[config.mk]
export PLATFORM = sky130hd
export DESIGN_NAME = bus_trace_monitor
export DESIGN_NICKNAME = d
export VERILOG_FILES = /design/src/rtl/trace_pkg.sv /design/src/rtl/trace_ram.sv /design/src/rtl/bus_trace_monitor.sv
export SDC_FILE = /design/constraint.sdc
export NUM_CORES = 1
export LEC_CHECK = 0
export ABC_AREA = 0
export CORE_ASPECT_RATIO = 1.1
export CORE_MARGIN = 4
export CORE_UTILIZATION = 46
export DETAILED_ROUTE_END_ITERATION = 8
export MAX_ROUTING_LAYER = met4
export PLACE_DENSITY = 0.59
export SETUP_SLACK_MARGIN = 0.4
export SLEW_MARGIN = 15
export SYNTH_ARGS = -nofsm -noshare
export SYNTH_HDL_FRONTEND = slang
export SYNTH_SLANG_ARGS = --single-unit
[constraint.sdc]
create_clock -name clk -period 4.35 [get_ports clk]
set_input_delay 0.6525 -clock clk [delete_from_list [all_inputs] [get_ports clk]]
set_output_delay 0.6525 -clock clk [all_outputs]
set_load 0.1 [all_outputs]
[src/rtl/trace_pkg.sv]
// Shared state/trigger encodings and trace-entry layout helpers for bus_trace_monitor.
package trace_pkg;

  typedef enum logic [1:0] {
    IDLE  = 2'd0,
    ARMED = 2'd1,
    POST  = 2'd2,
    DONE  = 2'd3
  } trace_state_e;

  localparam logic [1:0] TRIG_ANY  = 2'b00;
  localparam logic [1:0] TRIG_RD   = 2'b01;
  localparam logic [1:0] TRIG_WR   = 2'b10;
  localparam logic [1:0] TRIG_DATA = 2'b11;

  // Entry layout, LSB first: data, addr, rd flag, wr flag, stamp.
  function automatic int entry_w(int aw, int dw, int sw);
    return sw + 2 + aw + dw;
  endfunction

  function automatic int addr_lsb(int dw);
    return dw;
  endfunction

  function automatic int rd_bit(int aw, int dw);
    return aw + dw;
  endfunction

  function automatic int wr_bit(int aw, int dw);
    return aw + dw + 1;
  endfunction

  function automatic int stamp_lsb(int aw, int dw);
    return aw + dw + 2;
  endfunction

endpackage

[src/rtl/trace_ram.sv]
// Trace storage: one synchronous write port and one registered read port.
module trace_ram #(
  parameter int DEPTH = 32,
  parameter int WIDTH = 42,
  localparam int AW = $clog2(DEPTH)
) (
  input  logic             clk,
  input  logic             we_i,
  input  logic [AW-1:0]    waddr_i,
  input  logic [WIDTH-1:0] wdata_i,
  input  logic             re_i,
  input  logic [AW-1:0]    raddr_i,
  output logic [WIDTH-1:0] rdata_o
);

  logic [WIDTH-1:0] mem_q [DEPTH];
  logic [WIDTH-1:0] rdata_q;

  always_ff @(posedge clk) begin
    if (we_i) begin
      mem_q[waddr_i] <= wdata_i;
    end
    if (re_i) begin
      rdata_q <= mem_q[raddr_i];
    end
  end

  assign rdata_o = rdata_q;

endmodule

[src/rtl/bus_trace_monitor.sv]
// Circular bus-access trace buffer with address/data/type trigger and
// oldest-first readback of the frozen capture.
module bus_trace_monitor
  import trace_pkg::*;
#(
  parameter int ADDR_W    = 16,
  parameter int DATA_W    = 8,
  parameter int DEPTH     = 32,
  parameter int POST_TRIG = 8,
  parameter int STAMP_W   = 16
) (
  input  logic                                clk,
  input  logic                                reset,
  input  logic [ADDR_W-1:0]                   addr_bus,
  input  logic [DATA_W-1:0]                   data_bus,
  input  logic                                mem_read,
  input  logic                                mem_write,
  input  logic                                arm,
  input  logic                                abort,
  input  logic [1:0]                          trig_mode,
  input  logic [ADDR_W-1:0]                   trig_addr,
  input  logic [ADDR_W-1:0]                   trig_mask,
  input  logic [DATA_W-1:0]                   trig_data,
  input  logic                                rd_en,
  input  logic [$clog2(DEPTH)-1:0]            rd_idx,
  output logic                                rd_valid,
  output logic [STAMP_W+2+ADDR_W+DATA_W-1:0]  rd_data,
  output logic                                rd_err,
  output logic                                armed,
  output logic                                triggered,
  output logic                                done,
  output logic [$clog2(DEPTH):0]              entry_count,
  output logic [$clog2(DEPTH)-1:0]            trig_index
);

  localparam int IDX_W   = $clog2(DEPTH);
  localparam int CNT_W   = IDX_W + 1;
  localparam int ENTRY_W = entry_w(ADDR_W, DATA_W, STAMP_W);
  localparam int A_LSB   = addr_lsb(DATA_W);
  localparam int RD_BIT  = rd_bit(ADDR_W, DATA_W);
  localparam int WR_BIT  = wr_bit(ADDR_W, DATA_W);
  localparam int S_LSB   = stamp_lsb(ADDR_W, DATA_W);
  localparam logic [CNT_W-1:0] FULL = CNT_W'(DEPTH);

  if (DEPTH < 4 || (DEPTH & (DEPTH - 1)) != 0) begin : g_bad_depth
    $error("bus_trace_monitor: DEPTH must be a power of 2 and at least 4");
  end
  if (POST_TRIG < 0 || POST_TRIG >= DEPTH) begin : g_bad_post
    $error("bus_trace_monitor: POST_TRIG must be in 0..DEPTH-1");
  end

  trace_state_e       state_q, state_d;
  logic [STAMP_W-1:0] stamp_q;
  logic [IDX_W-1:0]   wr_ptr_q, wr_ptr_d;
  logic [CNT_W-1:0]   count_q, count_d;
  logic [CNT_W-1:0]   post_cnt_q, post_cnt_d;
  logic [IDX_W-1:0]   trig_index_q, trig_index_d;
  logic               rd_valid_q, rd_err_q;

  logic               acc, addr_hit, type_hit, trig_hit, capture, rd_ok;
  logic [IDX_W-1:0]   rd_base, rd_addr;
  logic [ENTRY_W-1:0] entry, ram_rdata;

  assign acc      = mem_read | mem_write;
  assign addr_hit = ((addr_bus ^ trig_addr) & trig_mask) == '0;
  assign capture  = acc && (state_q == ARMED || state_q == POST);

  always_comb begin
    type_hit = 1'b0;
    case (trig_mode)
      TRIG_ANY:  type_hit = 1'b1;
      TRIG_RD:   type_hit = mem_read;
      TRIG_WR:   type_hit = mem_write;
      TRIG_DATA: type_hit = (data_bus == trig_data);
      default:   type_hit = 1'b0;
    endcase
  end

  assign trig_hit = acc && addr_hit && type_hit;

  always_comb begin
    entry                      = '0;
    entry[DATA_W-1:0]          = data_bus;
    entry[A_LSB +: ADDR_W]     = addr_bus;
    entry[RD_BIT]              = mem_read;
    entry[WR_BIT]              = mem_write;
    entry[S_LSB +: STAMP_W]    = stamp_q;
  end

  always_comb begin
    state_d      = state_q;
    wr_ptr_d     = wr_ptr_q;
    count_d      = count_q;
    post_cnt_d   = post_cnt_q;
    trig_index_d = trig_index_q;

    if (capture) begin
      wr_ptr_d = wr_ptr_q + IDX_W'(1);
      if (count_q != FULL) begin
        count_d = count_q + CNT_W'(1);
      end
    end

    case (state_q)
      IDLE, DONE: begin
        if (arm) begin
          state_d      = ARMED;
          wr_ptr_d     = '0;
          count_d      = '0;
          trig_index_d = '0;
        end
      end
      ARMED: begin
        if (trig_hit) begin
          if (POST_TRIG == 0) begin
            state_d = DONE;
          end else begin
            state_d    = POST;
            post_cnt_d = CNT_W'(POST_TRIG);
          end
        end
      end
      POST: begin
        if (acc) begin
          post_cnt_d = post_cnt_q - CNT_W'(1);
          if (post_cnt_q == CNT_W'(1)) begin
            state_d = DONE;
          end
        end
      end
      default: state_d = IDLE;
    endcase

    // The trigger entry sits POST_TRIG slots before the newest one.
    if (state_d == DONE && state_q != DONE) begin
      trig_index_d = IDX_W'(count_d - CNT_W'(POST_TRIG + 1));
    end

    if (abort) begin
      state_d      = IDLE;
      wr_ptr_d     = '0;
      count_d      = '0;
      post_cnt_d   = '0;
      trig_index_d = '0;
    end
  end

  assign rd_ok   = rd_en && (state_q == DONE) && ({1'b0, rd_idx} < count_q);
  assign rd_base = (count_q == FULL) ? wr_ptr_q : '0;
  assign rd_addr = rd_base + rd_idx;

  always_ff @(posedge clk) begin
    if (reset) begin
      state_q      <= IDLE;
      stamp_q      <= '0;
      wr_ptr_q     <= '0;
      count_q      <= '0;
      post_cnt_q   <= '0;
      trig_index_q <= '0;
      rd_valid_q   <= 1'b0;
      rd_err_q     <= 1'b0;
    end else begin
      state_q      <= state_d;
      stamp_q      <= stamp_q + STAMP_W'(1);
      wr_ptr_q     <= wr_ptr_d;
      count_q      <= count_d;
      post_cnt_q   <= post_cnt_d;
      trig_index_q <= trig_index_d;
      rd_valid_q   <= rd_en & ~abort;
      rd_err_q     <= rd_en & ~abort & ~rd_ok;
    end
  end

  trace_ram #(
    .DEPTH (DEPTH),
    .WIDTH (ENTRY_W)
  ) u_ram (
    .clk     (clk),
    .we_i    (capture & ~abort),
    .waddr_i (wr_ptr_q),
    .wdata_i (entry),
    .re_i    (rd_ok),
    .raddr_i (rd_addr),
    .rdata_o (ram_rdata)
  );

  assign rd_valid    = rd_valid_q;
  assign rd_err      = rd_err_q;
  assign rd_data     = (rd_valid_q && !rd_err_q) ? ram_rdata : '0;
  assign armed       = (state_q == ARMED);
  assign triggered   = (state_q == POST);
  assign done        = (state_q == DONE);
  assign entry_count = count_q;
  assign trig_index  = trig_index_q;

endmodule

==> metrics.md, run 1 <==
| Metric | Value |
|---|---|
| Dominant cell by count in the synthesized netlist | `edfxtp_1` |
| Distinct cell type count after synthesis | `55` |
| Count of standard-cell rows | `~130` |
| Run status | `completed` |
| Cell-internal power | `around 0.023 W` |
| Crit path arrival time | `3.20 ns` |
| Max rail drop VDD | `roughly 0.42 mV` |
| Leakage power | `around 21 nW` |
| Final HPWL from detailed placement | `between 80000 and 90000 um` |
| Maximum fanout encountered on the critical timing path | `13` |
| Initial core utilization | `46.5%` |
| Aggregate routed wire length | `about 150000 um` |
| Combinational share of power | `4.9%` |
| Switching power | `between 0.005 and 0.006 W` |
| Worst-case clock skew | `0.0254 ns` |
| Vias per inst | `6.00` |
| Startpoint Class | `flip-flop` |
| Area after DPL | `60300 um2` |
| Crit path buffers/inverters | `1` |
| Synth-to-layout area growth | `16.9%` |
| Accumulated negative setup slack | `0 ns` |
| Commonest register cell after synthesis | `edfxtp_1` |
| Final cell area excluding filler cells | `roughly 65000 um2` |
| Required @ worst endpoint | `approximately 3.7 ns` |
| Post-synthesis instance area | `around 56000 um2` |
| Cell breakdown of the critical path | `nor2b_4 -> and2_1 -> clkdlybuf4s50_1` |
| Insertion delay of the later-clocked pin in the worst-skew pair | `between 0.7 and 0.8 ns` |
| PD cells | `438 nW/um2` |
| Post-CTS Hold Fix Bufs | `0` |
| Synth area leader | `edfxtp_1` |
| CTS root buf | `clkbuf_16` |
| Cells taking the most area after synthesis | `edfxtp_1, mux4_2, nand2_1` |
| Placeable Area | `around 120000 um2` |
| Max-cap violations | `0` |
| Post-detailed-route DRC marker count | `0` |
| Total CTS buffers | `roughly 140` |
| Die height | `roughly 370 um` |
| Unrepaired setup endpoints after global routing | `false` |
| Number of enable flip-flop cells after synthesis | `~1400` |
| CP max-delay cell | `clkdlybuf4s50_1` |
| Yosys top cell area share | `between 70 and 80%` |
| Total Nets Final | `between 3000 and 4000` |
| Fillers | `9200` |
| Vias post-DR | `29200` |
| Part of the power in the clock network | `~42%` |
| Buffers added on ports | `between 100 and 150` |
| Number of placed I/O pins | `around 140` |
| Slew margin rel. | `around a quarter` |
| Number of synthesis warnings | `0` |
| Synthesized netlist net count | `~3000` |
| Initial antenna violation count | `7` |
| Period Utilization, post-route | `between 80% and 90%` |
| Clock-pin slew on the worst setup and hold paths | `0.06 ns` |
| Leftover overflow at the end of global routing | `0` |
| Count of clock tree sinks | `around 1400` |
| Share of synthesized area occupied by flip-flops and latches | `about 76%` |
| Detail-routed net length per standard cell | `between 30 and 40 um` |
| Crit-path leading delay family | `buffers and inverters` |
| Pin slew with the least headroom to its limit | `about 1.1 ns` |
| H-tree level count | `4` |
| Count of antenna-violating nets left after detailed routing | `0` |
| Flop pwr share | `around 53%` |
| Synthesized area per cell | `around 19 um2` |
| DRC marker count from the first detailed-route iteration | `3264` |
| GRT Resource Usage Total | `around 24%` |
| Net switching fraction of the power | `21.0%` |
| Setup violators final | `0` |
| Number of global-route vias before repair | `30200` |
| Share of final-layout standard cells stronger than drive strength 1 | `around a quarter` |
| Time the final worst path needs with I/O delays and setup | `3.85 ns` |
| TritonRoute pass-1 iters | `5` |
| Global placement routability congestion | `just under 0.8` |
| First-pass GRT wire length | `about 210000 um` |
| Die Footprint | `127000 um2` |
| Die extent in x | `approximately 340 um` |
| Maximum clock rate | `260 MHz` |
| Async set or reset register ratio after synthesis | `0%` |
| Number of instances in the synthesized netlist | `between 2000 and 3000` |
| TritonCTS clock tree | `built` |
| Crit-path max cell delay | `1.19 ns` |
| Nature of the critical path endpoint | `output pin` |
| Kind of critical path | `flip-flop to output pin` |
| Min Hold Slack | `around 0.48 ns` |
| Largest net degree at the start of global routing | `between 70 and 80` |
| List of most frequent post-synthesis cells | `edfxtp_1, nand2_1, mux4_2` |
| Number of slew-limit violations in the final report | `0` |
| Hold violation count in the final report | `0` |
| Maximum count of clock buffers along a single path | `3` |
| Yosys reg bits | `approximately 1400` |
| Worst min path class | `flip-flop to flip-flop` |
| Post-layout utilization of the core | `between 50% and 60%` |
power by group through the flow:
stage | clock network, W | logic (W) | registers (W)
4_1_cts | 0.0122 | 0.00140 | 0.0150
3_3_place_gp | 0 | 0.00136 | 0.0153
6_report | 0.0120 | 0.00139 | 0.0151
3_5_place_dp | 0 | 0.00138 | 0.0153
5_1_grt | 0.0128 | 0.00150 | 0.0150
2_1_floorplan | 0 | 0.000798 | 0.0153
worst register-to-register path, cell delays in order (launching register included):
cell and delay [ns]:
dfxtp_4 0.38, inv_1 0.05, ha_1 0.19, and4bb_2 0.28, and3_1 0.22, ha_4 0.17
fa_4 0.54, a21o_1 0.19, a21oi_1 0.16, xor2_1 0.23, buf_4 0.21, xor2_4 0.24
buf_12 0.27, nand3_1 0.20, nand3_1 0.17, o21ai_1 0.08
metal layers:
metal  global-route usage [%]  vias up  wire, um  part of all wire [%]
met5                        -        -         0                     0
met2                     39.3     1164     74800                    50
met3                     4.10      251     10200                   6.9
met1                     30.9    15600     58400                    39
li1                         -    12200         -                     -
met4                     7.95        0      4650                   3.1
placed cells by master (no fill, tap or decap), drive strengths merged, types with 54 or more instances in the layout:
| master | Yosys | layout |
|---|---|---|
| edfxtp | 1386 | 1386 |
| mux4 | 336 | 336 |
| o21ai | 56 | 56 |
| buf | 67 | 183 |
| nor2 | 67 | 67 |
| nand2 | 406 | 406 |
| clkbuf | 86 | 183 |
| clkinv | 0 | 54 |
| clkdlybuf4s50 | 0 | 104 |
| nand3 | 225 | 225 |
logic make-up after synthesis:
| kind of cell | Yosys count | share of synthesized area [%] |
|---|---|---|
| adders and majority gates | 22 | 0.508 |
| muxes | 342 | 13.7 |
| AOI/OAI and AO/OA | 103 | 1.06 |
| DFF | 1428 | 76.2 |
| xor gates and xnor gates | 50 | 0.786 |
| and+or+nand+nor | 794 | 6.39 |
| buffers and inverters | 173 | 1.33 |
stage by stage:
stage	total power [W]	instances	setup slack, ns
after CTS	0.0287	4858	0.401
after detailed placement	0.0167	4596	0.226
after floorplan	0.0161	2912	0.415
final	0.0285	4865	0.502
after global routing	0.0293	4864	0.406
after global placement	0.0167	4596	0.261
timing repair:
| item | in CTS | in global routing |
|---|---|---|
| buffers inserted | 0 | 2 |
| endpoints found under the setup margin | 16 | 27 |
| gates cloned | 2 | 1 |
| pin swaps | 0 | 1 |
| resized for setup | 3 | 9 |
sequential cells by signal (all words and copies together) (netlist names):
name,flops
u_ram.mem_q,1344
u_ram.rdata_o,42
stamp_q,16
entry_count,6
post_cnt_q,6
trig_index,5
wr_ptr_q,5
state_q,2
rd_err,1
rd_valid,1
area by class of cell:
cell class	instances	area, um2	area share, %
diodes	4	10.0	0.0154
inverters	20	75.1	0.115
flip-flops and latches	1428	42500	65.2
clock inverters	78	763	1.17
well taps	1552	1940	2.98
multi-input cells	1311	12800	19.7
clock buffers	182	3800	5.84
repair buffers	290	3190	4.90
worst paths after layout:
| path | cells after the start | slack, ns | endpoint | startpoint |
|---|---|---|---|---|
| min | 2 | 0.48 | trig_index[4] | trig_index[4] |
| max reg2reg | 15 | 0.53 | u_ram.rdata_o[12] | entry_count[0] |
| max | 3 | 0.50 | rd_data[31] | rd_valid |
| min reg2reg | 2 | 0.48 | trig_index[4] | trig_index[4] |
(Power assumes the default switching activity.)
==> run 2, diff against run 1 <==
--- a/config.mk
+++ b/config.mk
@@ -9,6 +9,7 @@
 export CORE_ASPECT_RATIO = 1.1
 export CORE_MARGIN = 4
 export CORE_UTILIZATION = 46
+export CTS_CLUSTER_DIAMETER = 100
 export DETAILED_ROUTE_END_ITERATION = 8
 export MAX_ROUTING_LAYER = met4
 export PLACE_DENSITY = 0.59
==> results of run 2 <==
Final layout, timing and power as in run 1 (identical DEF).
==> variant 1: new RTL, settings of run 2 <==
Reset style: asynchronous (`reset`), changed in one clocked block.
--- a/src/rtl/bus_trace_monitor.sv
+++ b/src/rtl/bus_trace_monitor.sv
@@ -151,3 +151,3 @@
 
-  always_ff @(posedge clk) begin
+  always_ff @(posedge clk or posedge reset) begin
     if (reset) begin
Function: differs if reset is asserted again (counterexample within 4 cycles, from zero or initial values and one cycle with reset high); with reset held inactive, the same outputs for 4 cycles.
==> variant 1 against run 2 <==
  * Cell area grew 0.40%
  * Combinational power grew 58%
  * Sequential cell count is the same
  * Routed wire length shrank 1.8%
  * Area after synthesis grew 0.14%
  * Power grew 3.4%
  * Critical endpoint is now u_ram.rdata_o[37]
  * Worst setup slack gained 0.024 ns
  * Worst hold slack lost 0.095 ns
  * Critical path type is now reg2reg
  * Highest routed layer unchanged
  * Final cell count grew 0.88%
==> variant 1: results (changes against run 2) <==
status=complete, no violations; met2 track demand over resource=0.3666 (-0.02600); largest cells by area after synthesis=edfxtp_1 75%, mux4_2 14%, nand2_1 2.8%; pin count of the biggest net entering global routing=85 (+12%); Distinct cells, synth=54 (-1.8%); Worst R2R End=u_ram.rdata_o[37]; ClkCell Share=0.06994 (-0.0001464); Worst Setup End Kind=flip-flop; critical path data arrival time=4.30 ns (+1.10 ns); Peak VDD IR=0.3564 mV (-15%); Total GRT Usage=0.2350 (-0.005153); Gate Count Post-Synth=2,887 (-0.86%); cell family with most CP delay=adder cells; clkbuf count=170 (-6.6%); buffering overhead=0.04909 (+0.00009115); Placed Cells=4,641 (+0.98%); CP Max Fanout=32 (+19); first-pass GRT wire length=208,400 um (-2.0%); met2 routed WL=71,060 um (-5.0%); LEAKAGE=21.69 nW (+2.4%); max reg flops=1,344 (unchanged); GP Congestion=0.7847 (-1.3%); Place WS=0.3830 ns (+0.1571 ns); CP max stage cell=fa_4; fmax=261.5 MHz (+0.63%); Max stage delay on crit path=0.50 ns (-0.69 ns); top post-synthesis cells by count=1,386 x edfxtp_1, 411 x nand2_1, 336 x mux4_2; Starting DRT DRC Count=3,815 (+17%); Routed WL per cell=29.63 um (-2.6%); sequential share of the synthesized area=0.7651 (+0.002726); Filler Cell Count=9,269 (+0.75%); Final nets=3,274 (-0.61%); Multi-input gate area=12,770 um2 (-0.58%); met3 usage=0.05288 (+0.01192); Finished Core Util=0.5446 (+0.001426); First-pass DRT Iterations=7 (+2); die area=126,900 um2 (+0.13%); vias in the first global route=30,030 (-0.56%); DP Wirelength=74,980 um (-6.6%); M1 WL=58,720 um (+0.47%); sequential portion of the cell area=0.6531 (about the same); antenna fix cells=1 (-3); CTS buffer count=142 (-0.70%); post-synth top area share=0.7463 (-0.001023); min-delay worst type=in2async; antenna violations before repair=5 (-2); Global Route met1 Usage=0.3186 (+0.009126); Syn. warnings=0 (unchanged); number of non-clock inverters=25 (+25%); CP startpoint=entry_count[0]; dpl cell area=60,610 um2 (+0.45%); final wirelength=145,400 um (-1.8%); ratio of cells with drive above 1 in the final layout=0.2406 (+0.006435)
[variant 1: kinds of logic after synthesis]
| family | after synthesis | share of synthesized area |
|---|---|---|
| buffers and inverters | 172 | 0.01218 |
| and+or+nand+nor | 776 | 0.06136 |
| xor gates and xnor gates | 50 | 0.007852 |
| DFF | 1428 | 0.7651 |
| AOI/OAI and AO/OA | 96 | 0.01142 |
| muxes | 342 | 0.1368 |
| adders and majority gates | 23 | 0.005295 |
[variant 1: what timing repair did]
| item | 4_1_cts | 5_1_grt |
|---|---|---|
| gates resized for setup | 0 | 13 |
| pin swaps | 0 | 1 |
| cloned | 0 | 4 |
| hold buffers | 0 | 0 |
| endpoints found under the setup margin | 1 | 41 |
| setup buffers | 0 | 4 |
[variant 1: power by group]
group          total (mW)  switching (mW)  internal [mW]  leakage (nW)
clock network        12.1            5.13           6.94          2.24
registers            15.2          0.0595           15.1          13.5
logic                2.20            1.43          0.770          5.97
==> variant 2: new RTL, settings of run 2 <==
Made on the original files. Set the parameter `POST_TRIG` to 7 (it was 8).
--- a/src/rtl/bus_trace_monitor.sv
+++ b/src/rtl/bus_trace_monitor.sv
@@ -8,3 +8,3 @@
   parameter int DEPTH     = 32,
-  parameter int POST_TRIG = 8,
+  parameter int POST_TRIG = 7,
   parameter int STAMP_W   = 16
Formal check against the unedited RTL: no difference found for any inputs over 4 cycles, from zero or initial values and one cycle with reset high; that may be too few to reach the edited logic, so the function may still have changed.
==> variant 2 against run 2 <==
  * Count of clock-buffer cells in the layout grew 1
  * Area after synthesis about the same
  * Sequential cell count did not move
  * Cell area about the same
  * Routed wire length up 0.53%
  * Power is 0.87% lower
  * Sequential power hardly changed
  * Worst setup slack improved by 0.059 ns
  * Critical path type is now reg2reg
  * Largest cell class unchanged
  * Largest power group unchanged
==> variant 2: results (changes against run 2) <==
status=complete, no violations; slew margin rel.=0.2668 (+0.01950); final wirelength=148,800 um (+0.53%); LEAKAGE=21.37 nW (+0.88%); CP Max Fanout=22 (+9); first-pass GRT wire length=214,400 um (+0.85%); Total GRT Usage=0.2433 (+0.003092); GP Congestion=0.7902 (-0.60%); CP max stage cell=xor3_4; Peak VDD IR=0.4100 mV (-2.6%); sequential share of the synthesized area=0.7631 (about the same); Max stage delay on crit path=0.71 ns (-0.48 ns); CTS buffer count=145 (+1.4%); syn nets=3,003 (-0.30%); Final nets=3,305 (+0.33%); Filler Cell Count=9,176 (-0.26%); Starting DRT DRC Count=3,314 (+1.5%); Biggest register=u_ram.mem_q; largest cells by area after synthesis=edfxtp_1 75%, mux4_2 14%, nand2_1 2.8%; critical path data arrival time=4.27 ns (+1.07 ns); cell family with most CP delay=adder cells; port bufs=135 (unchanged); vias in the first global route=30,470 (+0.90%); Max Clock Skew=0.01945 ns (-0.005903 ns); ratio of cells with drive above 1 in the final layout=0.2406 (+0.006369); pin count of the biggest net entering global routing=77 (+1.3%); DP Wirelength=84,540 um (+5.3%); top post-synthesis cells by count=1,386 x edfxtp_1, 409 x nand2_1, 336 x mux4_2; antenna violations before repair=4 (-3)
## variant 2: path summary, 6_finish.rpt
check	cells after the start	startpoint	slack (ns)	to
setup reg to reg	14	entry_count[0]	0.56	u_ram.rdata_o[17]
hold / removal	2	trig_index[3]	0.48	trig_index[3]
setup / recovery	14	entry_count[0]	0.56	u_ram.rdata_o[17]
hold reg to reg	2	trig_index[3]	0.48	trig_index[3]
## variant 2: cells by family after synthesis
group | count (synthesis) | synth area share
adders and majority gates | 21 | 0.004857
buffers and inverters | 173 | 0.01271
muxes | 341 | 0.1372
and+or+nand+nor | 790 | 0.06308
xor gates and xnor gates | 46 | 0.007758
DFF | 1428 | 0.7631
AOI/OAI and AO/OA | 105 | 0.01131
## variant 2: layout make-up
type,instances,share of cell area
antenna,3,0.0001153
clock buffer,183,0.05955
inverter,21,0.001211
clock inverter,75,0.009223
tap,1552,0.02982
sequential,1428,0.6522
multi-input combinational,1303,0.1967
timing repair buffer,307,0.05111
## variant 2: timing repair
item | 4_1_cts | 5_1_grt
setup buffers | 0 | 0
resized for setup | 0 | 1
endpoints found under the setup margin | 0 | 30
## variant 2: stage by stage
step,utilization,instance area [um2],setup slack [ns],std cells,hold WS (ns)
2_1_floorplan,-,55650,0.4615,2904,0.4834
3_3_place_gp,0.5058,60600,0.3946,4611,0.4577
3_5_place_dp,0.5059,60620,0.3920,4611,0.4727
4_1_cts,0.5433,65090,0.4725,4869,0.4498
5_1_grt,0.5434,65110,0.4494,4870,0.5185
6_report,0.5435,65110,0.5606,4872,0.4805
## variant 2: report_power, final
part / internal (mW) / leakage (nW) / switching (mW) / total [mW]
clock network: 6.74 / 2.19 / 5.10 / 11.8
logic: 0.553 / 6.18 / 0.802 / 1.36
registers: 15.0 / 13.0 / 0.0187 / 15.1
## variant 2: per-layer routing
layer / up-vias / share of wire / wire (um) / track usage
met2: 1338 / 0.50 / 73820 / 0.3882
met1: 15400 / 0.39 / 58760 / 0.3221
met4: 0 / 0.028 / 4098 / 0.07061
met5: - / 0 / 0 / -
li1: 12190 / - / - / -
met3: 255 / 0.082 / 12160 / 0.04803
## variant 2: tightest hold or removal path: cells and delay by family, from the launching register on
| family | cells | cell delay, ns |
|---|---|---|
| flops | 1 | 0.31 |
| mux | 1 | 0.06 |
| simple gates | 1 | 0.05 |
